**src/rtl/bus_arb_pkg.sv**
```systemverilog
// Shared definitions for the bus arbiter: FSM state encoding, index-width
// helper and default slot/tenure constants.
package bus_arb_pkg;

  // Fixed 2-bit state encoding.
  typedef enum logic [1:0] {
    StCpuOwn  = 2'b00,
    StArb     = 2'b01,
    StGrant   = 2'b10,
    StRelease = 2'b11
  } arb_state_e;

  localparam int unsigned DefCpuSlot = 1;
  localparam int unsigned DefMaxHold = 16;

  // Bits needed to index n items, never less than one.
  function automatic int unsigned idx_w(int unsigned n);
    return (n > 1) ? $clog2(n) : 1;
  endfunction

endpackage

```
**src/rtl/bus_arbiter_rr_picker.sv**
```systemverilog
// Combinational round-robin priority encoder: returns the first set request
// bit searching upward from rr_ptr_i+1, wrapping modulo NUM_REQ.
module rr_picker
  import bus_arb_pkg::*;
#(
  parameter int unsigned NUM_REQ = 2,
  localparam int unsigned IDX_W = idx_w(NUM_REQ)
) (
  input  logic [NUM_REQ-1:0] req_i,
  input  logic [IDX_W-1:0]   rr_ptr_i,
  output logic               valid_o,
  output logic [IDX_W-1:0]   idx_o
);

  int unsigned cand;

  // Scan NUM_REQ positions starting just after the last winner.
  always_comb begin
    valid_o = 1'b0;
    idx_o   = '0;
    cand    = 0;
    for (int unsigned i = 1; i <= NUM_REQ; i++) begin
      cand = (32'(rr_ptr_i) + i) % NUM_REQ;
      if (!valid_o && req_i[cand]) begin
        valid_o = 1'b1;
        idx_o   = IDX_W'(cand);
      end
    end
  end

endmodule

```
**src/rtl/bus_arbiter.sv**
```systemverilog
// Shared memory bus arbiter between the CPU (default owner) and NUM_REQ DMA
// controllers using the BR/BG handshake, with round-robin grant order, one
// turnaround cycle and a minimum CPU slot between DMA tenures.
// Optional feature macro: BUS_TIMEOUT_EN enables the MAX_HOLD tenure limit
// and the revoke pulse when another DMAC is waiting.
module bus_arbiter
  import bus_arb_pkg::*;
#(
  parameter int unsigned NUM_REQ  = 2,
  parameter int unsigned CPU_SLOT = DefCpuSlot,
  parameter int unsigned MAX_HOLD = DefMaxHold,
  localparam int unsigned IDX_W = idx_w(NUM_REQ)
) (
  input  logic               clk,
  input  logic               reset_n,
  input  logic [NUM_REQ-1:0] br,
  input  logic               cpu_mem_busy,
  output logic [NUM_REQ-1:0] bg,
  output logic               cpu_hold,
  output logic               owner_valid,
  output logic [IDX_W-1:0]   owner_idx,
  output logic               revoke
);

  localparam int unsigned SlotW = idx_w(CPU_SLOT + 1);
  localparam logic [SlotW-1:0] SlotMax = SlotW'(CPU_SLOT);

  arb_state_e          state_q;
  logic [IDX_W-1:0]    rr_ptr_q;
  logic [SlotW-1:0]    slot_q;
  logic [NUM_REQ-1:0]  bg_q;
  logic                cpu_hold_q;
  logic                owner_valid_q;
  logic [IDX_W-1:0]    owner_idx_q;

  logic                pick_valid;
  logic [IDX_W-1:0]    pick_idx;

`ifdef BUS_TIMEOUT_EN
  localparam int unsigned TenW = idx_w(MAX_HOLD);
  localparam logic [TenW-1:0] TenMax = TenW'(MAX_HOLD - 1);

  logic [TenW-1:0]     tenure_q;
  logic                revoke_q;
  logic [NUM_REQ-1:0]  other_req;

  // Requests from everyone except the current owner.
  always_comb begin
    other_req = br & ~(NUM_REQ'(1) << owner_idx_q);
  end

  assign revoke = revoke_q;
`else
  logic unused_max_hold;
  assign unused_max_hold = ^MAX_HOLD;
  assign revoke = 1'b0;
`endif

  rr_picker #(
    .NUM_REQ (NUM_REQ)
  ) u_rr_picker (
    .req_i    (br),
    .rr_ptr_i (rr_ptr_q),
    .valid_o  (pick_valid),
    .idx_o    (pick_idx)
  );

  // Arbitration FSM with counters and registered bus outputs.
  always_ff @(posedge clk or negedge reset_n) begin
    if (!reset_n) begin
      state_q       <= StCpuOwn;
      rr_ptr_q      <= IDX_W'(NUM_REQ - 1);
      slot_q        <= SlotMax;
      bg_q          <= '0;
      cpu_hold_q    <= 1'b0;
      owner_valid_q <= 1'b0;
      owner_idx_q   <= '0;
`ifdef BUS_TIMEOUT_EN
      tenure_q      <= '0;
      revoke_q      <= 1'b0;
`endif
    end else begin
`ifdef BUS_TIMEOUT_EN
      revoke_q <= 1'b0;
`endif
      unique case (state_q)
        StCpuOwn: begin
          if (slot_q < SlotMax) slot_q <= slot_q + SlotW'(1);
          // pick_valid mirrors |br; both are kept for readability.
          if (pick_valid && !cpu_mem_busy && (slot_q >= SlotMax)) begin
            cpu_hold_q  <= 1'b1;
            owner_idx_q <= pick_idx;
            state_q     <= StArb;
          end
        end
        StArb: begin
          if (br[owner_idx_q]) begin
            bg_q          <= NUM_REQ'(1) << owner_idx_q;
            owner_valid_q <= 1'b1;
            rr_ptr_q      <= owner_idx_q;
`ifdef BUS_TIMEOUT_EN
            tenure_q      <= '0;
`endif
            state_q       <= StGrant;
          end else begin
            // Request withdrawn before the grant: give the bus straight back.
            state_q <= StRelease;
          end
        end
        StGrant: begin
          if (!br[owner_idx_q]) begin
            bg_q          <= '0;
            owner_valid_q <= 1'b0;
            state_q       <= StRelease;
          end
`ifdef BUS_TIMEOUT_EN
          else if ((tenure_q == TenMax) && (|other_req)) begin
            bg_q          <= '0;
            owner_valid_q <= 1'b0;
            revoke_q      <= 1'b1;
            state_q       <= StRelease;
          end else if (tenure_q != TenMax) begin
            tenure_q <= tenure_q + TenW'(1);
          end
`endif
        end
        StRelease: begin
          cpu_hold_q <= 1'b0;
          slot_q     <= '0;
          state_q    <= StCpuOwn;
        end
        default: state_q <= StCpuOwn;
      endcase
    end
  end

  assign bg          = bg_q;
  assign cpu_hold    = cpu_hold_q;
  assign owner_valid = owner_valid_q;
  assign owner_idx   = owner_idx_q;

endmodule

```
**config.mk**
```make
export PLATFORM = sky130hd
export DESIGN_NAME = bus_arbiter
export DESIGN_NICKNAME = d
export VERILOG_FILES = /design/src/rtl/bus_arb_pkg.sv /design/src/rtl/bus_arbiter_rr_picker.sv /design/src/rtl/bus_arbiter.sv
export SDC_FILE = /design/constraint.sdc
export NUM_CORES = 1
export LEC_CHECK = 0
export BUFFER_PORTS_ARGS = -buffer_cell sky130_fd_sc_hd__buf_4
export CAP_MARGIN = 20
export CELL_PAD_IN_SITES_DETAIL_PLACEMENT = 0
export CELL_PAD_IN_SITES_GLOBAL_PLACEMENT = 1
export CORE_MARGIN = 8
export CORE_UTILIZATION = 39
export CTS_BUF_LIST = sky130_fd_sc_hd__clkbuf_16
export DETAILED_ROUTE_END_ITERATION = 12
export PLACE_DENSITY_LB_ADDON = 0.1
export REMOVE_ABC_BUFFERS = 1
export SYNTH_ARGS = -nofsm -noshare
export SYNTH_HDL_FRONTEND = slang
export SYNTH_SLANG_ARGS = --single-unit
```
**constraint.sdc**
```tcl
create_clock -name clk -period 2.1 [get_ports clk]
set_clock_uncertainty 0.05 [all_clocks]
set_input_delay 0.21 -clock clk [delete_from_list [all_inputs] [get_ports clk]]
set_output_delay 0.21 -clock clk [all_outputs]
set_load 0.005 [all_outputs]
```
### Word-level counts from Yosys, hierarchy flattened

Cells that the tools add are included.

| word-level totals | value |
|---|---|
| register bits | 9 |
| input bits | 5 |
| output and inout bits | 6 |
| word-level logic and storage cells | 61 |

| cells by class | value |
|---|---|
| shifts and indexed selects | 1 |
| equality and inequality tests | 7 |
| reduce and logical (&&, ||, !) cells | 14 |
| muxes and demuxes | 24 |
| $lt $le $gt $ge | 5 |
| add/sub/neg operators | 3 |

Operators by type and width:

| kind | number |
|---|---|
| $mux W1 | 15 |
| $reduce_and A2 Y1 | 5 |
| $mux W2 | 4 |
| $ne A2 B2 Y1 const B | 4 |
| $pmux W2 S4 | 1 |
| $lt A1 B2 Y1 const B | 3 |
| $pmux W1 S2 | 3 |
| $eq A2 B2 Y1 const B | 2 |
| $pmux W2 S2 | 1 |
| $reduce_bool A2 Y1 | 2 |
| $add A1 B1 Y1 const B | 3 |
| $logic_and A1 B1 Y1 | 3 |
| $reduce_and A3 Y1 | 1 |
| $eq A2 B1 Y1 const B | 1 |
| $logic_not A1 Y1 | 2 |
| $logic_not A2 Y1 | 1 |
| $shl A1 B1 Y2 const A | 1 |
| $ge A1 B1 Y1 const B | 1 |
| $lt A1 B1 Y1 const B | 1 |

### Depth between registers and ports, before layout

| depth | value |
|---|---|
| word-level depth | 11 |
| depth in mapped cells | 6 |
| depth with buffers taken out | 6 |

### Hierarchy

Synthesis repeated with hierarchy kept, for this count alone.

| second synthesis, totals | value |
|---|---|
| cells, all modules | 58 |
| area total of the unflattened synthesis | 566.8 um^2 |

Modules (own cells, without submodules):

| module | area each (um^2) | times used | cells an instance | sequential area each (um^2) |
|---|---|---|---|---|
| bus_arbiter | 553.0 | 1 | 56 | 227.7 |
| rr_picker | 13.8 | 1 | 2 | 0.0 |

### Least setup slack after synthesis

No wires, ideal clock.

| timing path | value |
|---|---|
| path kind | reg-to-reg |
| start point | register state_q[0] |
| end point | register state_q[1] |
| clock period less this slack | 1.482 ns |
| path buffers | 0 |
| cell stages (with the launch flop) | 6 |
| library setup time | 0.125 ns |
| arrival | 1.307 ns |
| path slack | 0.618 ns |
| required time | 1.925 ns |
| path through | dfrtp_1 > inv_1 > ha_1 > o21ai_2 > a21boi_4 > mux2_4 |

| between the ends | value |
|---|---|
| word-level cells in the longest chain between the ends | 3 |
| elaborated cells between the ends (all ways) | 8 |
| classes of those cells | 5 x eq/ne; 1 x mux; 2 x reduce/logical |

RTL lines:

| what | line | text |
|---|---|---|
| from (decl) | bus_arbiter.sv:28 | `arb_state_e state_q;` |
| from (signal assigned) | bus_arbiter.sv:71 | `state_q <= StCpuOwn;` |
| from (signal assigned) | bus_arbiter.sv:93 | `state_q <= StArb;` |
| from (signal assigned) | bus_arbiter.sv:104 | `state_q <= StGrant;` |
| $eq A2 B2 Y1 or $logic_not A2 Y1 (tied branches) | bus_arbiter.sv:86 | `unique case (state_q)` |
| $ne A2 B2 Y1 (no source line) | -- |  |
| $reduce_and A2 Y1 (no source line) | -- |  |

Several ways; a longest one is shown, not always the timed one.
A chain may end at the register's enable or synchronous reset.

### Worst setup path after layout

Ends and elaborated chain as after synthesis.

==> Implementation_results.wiki <==
{| class="wikitable"
! Metric !! Value
|-
| Outcome || finished clean
|-
| Power density over the cells || 1630 mW/mm^2
|-
| Post-synthesis instance area || between 500 and 600 sq um
|-
| Y dimension of the die || ~54 um
|-
| Post-Layout Inst Area || between 700 and 800 sq um
|-
| Global-route total usage across every layer || under 10%
|-
| DR vias || 429
|-
| Post-route DRC || 0
|-
| Final estimated routing congestion in global placement || about 0.69
|-
| Maximum buffer depth of the clock tree || 2
|-
| Number of standard cells after synthesis || 56
|-
| Number of storage elements in the synthesis netlist || 9
|-
| Antenna cells || 0
|-
| Standard-cell row count || 13
|-
| Depth of the most critical reg-to-reg path || 5
|-
| Category of the most critical setup path || reg -> reg
|-
| Wire length reported by the detailed router || 1125 um
|-
| Clock-pin slew on the worst setup and hold paths || roughly 40 ps
|-
| Hold Crit Depth || 3
|-
| Worst-path maximum fanout || 5
|-
| Synthesized area per cell || roughly 10 sq um
|-
| Clock latency at the later pin of the worst-skew pair || approximately 240 ps
|-
| Required arrival time at the worst endpoint || roughly 2200 ps
|-
| Hpwl dp || 843.7 um
|-
| Sequential element share of the synthesized area || around two fifths
|-
| Detailed Routing Iterations Pass 1 || 4
|-
| Setup TNS || 0 ps
|-
| Shortest clock period the worst path allows after layout || approximately 1600 ps
|-
| Final worst path period share || 77.28%
|-
| Post-detailed-route count of antenna-violating nets || 0
|-
| Top post-synthesis cells by area || sky130_fd_sc_hd__dfrtp_1 31%, sky130_fd_sc_hd__ha_1 11%, sky130_fd_sc_hd__dfstp_2 9.2%
|-
| Horizontal die dimension || ~54 um
|-
| Num Clock Sinks || 9
|-
| Instance area at placement || about 640 sq um
|-
| Initial antenna violation count || 0
|-
| Root Buffer Master || sky130_fd_sc_hd__clkbuf_16
|-
| Synth cell count leaders || 7 x sky130_fd_sc_hd__dfrtp_1, 6 x sky130_fd_sc_hd__a21oi_1, 5 x sky130_fd_sc_hd__ha_1
|-
| Static leakage || 0.0003442 uW
|-
| Post-cts resize count || 0
|-
| Fraction of post-synthesis cell area in the top cell type by area || between 30 and 40%
|-
| Post-CTS Setup Bufs || 0
|-
| Final WS setup || between 400 and 500 ps
|-
| Highest ir drop seen on vdd || approximately 0.8 mV
|-
| Placeable core area || about 0.0013 sq mm
|-
| Area growth from synthesis to final layout || 28.57%
|-
| Deepest level of the CTS H-tree || 1
|-
| DRC violation total after the first TritonRoute iteration || 5
|-
| Most used flip-flop cell after synthesis || sky130_fd_sc_hd__dfrtp_1
|-
| Cell type with the highest aggregate area in the netlist || sky130_fd_sc_hd__dfrtp_1
|-
| Hold buffer count at cts || 1
|-
| Async SR Flop Fraction || between 90% and 100%
|-
| Routed length per placed instance || between 10 and 15 um
|-
| Count of maximum capacitance violations || 0
|-
| Startpoint Class || flop
|-
| Total of endpoints with negative setup slack in the final report || 0
|-
| Endpoint kind of the worst setup timing path || flop
|-
| F_max || 616.2 MHz
|-
| Leading cell type by number of instances after synthesis || sky130_fd_sc_hd__dfrtp_1
|-
| Signal arrival time at the worst endpoint || ~1700 ps
|-
| Net count of the finished layout || 79
|-
| Number of buffers created by CTS || 3
|-
| Unrepaired setup endpoints after global routing || false
|-
| Worst setup slack for register-to-register paths || between 400 and 500 ps
|-
| Top-level I/O count || 11
|-
| Overflow after GRT || 0
|-
| Effective utilization at floorplan || between 40% and 50%
|-
| Number of failing hold endpoints at the final stage || 0
|-
| Post-synthesis cell type count || 27
|-
| Type of the worst min-delay path || in -> reg
|-
| Final number of max-transition violations || 0
|-
| YS warnings || 0
|-
| Wire length of the first global-routing pass || approximately 1900 um
|-
| Number of input and output port buffers inserted || 9
|-
| Die footprint || roughly 0.003 sq mm
|-
| Number of global-route vias before repair || about 410
|-
| Largest net degree at the start of global routing || 12
|-
| Number of vias per cell || just over 5
|-
| Worst slack at placement || roughly 500 ps
|-
| Share of cells above drive strength 1 || approximately 29%
|-
| CTS tree || yes
|-
| Number of enable-type register cells in the synthesized netlist || 0
|}
-- worst max-delay path, stage by stage (launching register included) --
cell and delay (ps):
sky130_fd_sc_hd__dfrtp_1 380, sky130_fd_sc_hd__inv_1 120, sky130_fd_sc_hd__ha_1 290, sky130_fd_sc_hd__o21ai_2 120
sky130_fd_sc_hd__a21boi_4 230, sky130_fd_sc_hd__mux2_4 310
-- sequential cells by signal, indices dropped and copies added (netlist names) --
signal / cells
owner_idx: 1
owner_valid: 1
rr_ptr_q: 1
state_q: 2
bg: 2
cpu_hold: 1
slot_q: 1
-- through the flow --
| stage | total power [uW] | hold slack (ps) | std cells | utilization [%] |
|---|---|---|---|---|
| floorplan | 714.2 | -135.6 | 54 | - |
| detailed placement | 866.6 | -8.719 | 78 | 48.22 |
| CTS | 1211 | 245.7 | 83 | 54.88 |
| global placement | 872.6 | -6.225 | 78 | 48.22 |
| global route | 1291 | 256.9 | 83 | 54.88 |
| finish | 1193 | 237.4 | 83 | 54.88 |
-- logic make-up (layout without fill, tap and decap cells) --
logic type,after synthesis,in the layout,synth area share (%)
mux,3,3,7.253
flops,9,9,40.00
compound gates,22,22,26.59
simple gates,11,11,10.33
other cells,1,1,0.6587
fa+ha+maj,5,5,10.99
buf+inv,5,17,4.175
-- where the power goes --
part,switching (uW),internal [uW]
Clock,83.0,249
Combinational,248,268
Sequential,78.5,267
Total,409,784
-- cells in the final DEF (no fill, tap or decap), drive strengths merged --
| cell | synthesis | routed |
|---|---|---|
| nand2b | 1 | 1 |
| a21boi | 2 | 2 |
| nor2 | 4 | 4 |
| nand2 | 3 | 3 |
| inv | 3 | 4 |
| nand3b | 2 | 2 |
| o21ai | 5 | 5 |
| dlygate4sd3 | 0 | 1 |
| o22ai | 2 | 2 |
| and4b | 1 | 1 |
| dfstp | 2 | 2 |
| buf | 2 | 9 |
| o221ai | 1 | 1 |
| a22oi | 1 | 1 |
| mux2 | 3 | 3 |
| conb | 1 | 1 |
| a21oi | 6 | 6 |
| ha | 5 | 5 |
| a211oi | 2 | 2 |
| dfrtp | 7 | 7 |
| o31ai | 1 | 1 |
| o21a | 1 | 1 |
| a21o | 1 | 1 |
| clkbuf | 0 | 3 |
-- final timing paths --
path,to,startpoint
min in group asynchronous,bg[1],reset_n
max,state_q[1],state_q[0]
max in group asynchronous,slot_q,reset_n
min reg2reg,slot_q,slot_q
min,rr_ptr_q,br[1]
max reg2reg,state_q[1],state_q[0]
-- layer usage --
metal	track usage, %	vias to the layer above	part of all wire [%]
li1	-	225	-
met1	11.41	185	47
met2	11.45	16	39
met3	6.612	3	12
met4	5.328	0	2.0
met5	0	-	0
-- cell type report --
cell class                      instances  area (sq um)
Fill cell                             128         601.8
Multi-Input combinational cell         42         317.8
Sequential cell                         9         227.7
Timing Repair Buffer                   10         77.57
Clock buffer                            3         75.07
Tap cell                               15         18.77
Inverter                                3         11.26
Clock inverter                          1         3.754
Note: power is estimated with default switching activity, not from simulation.
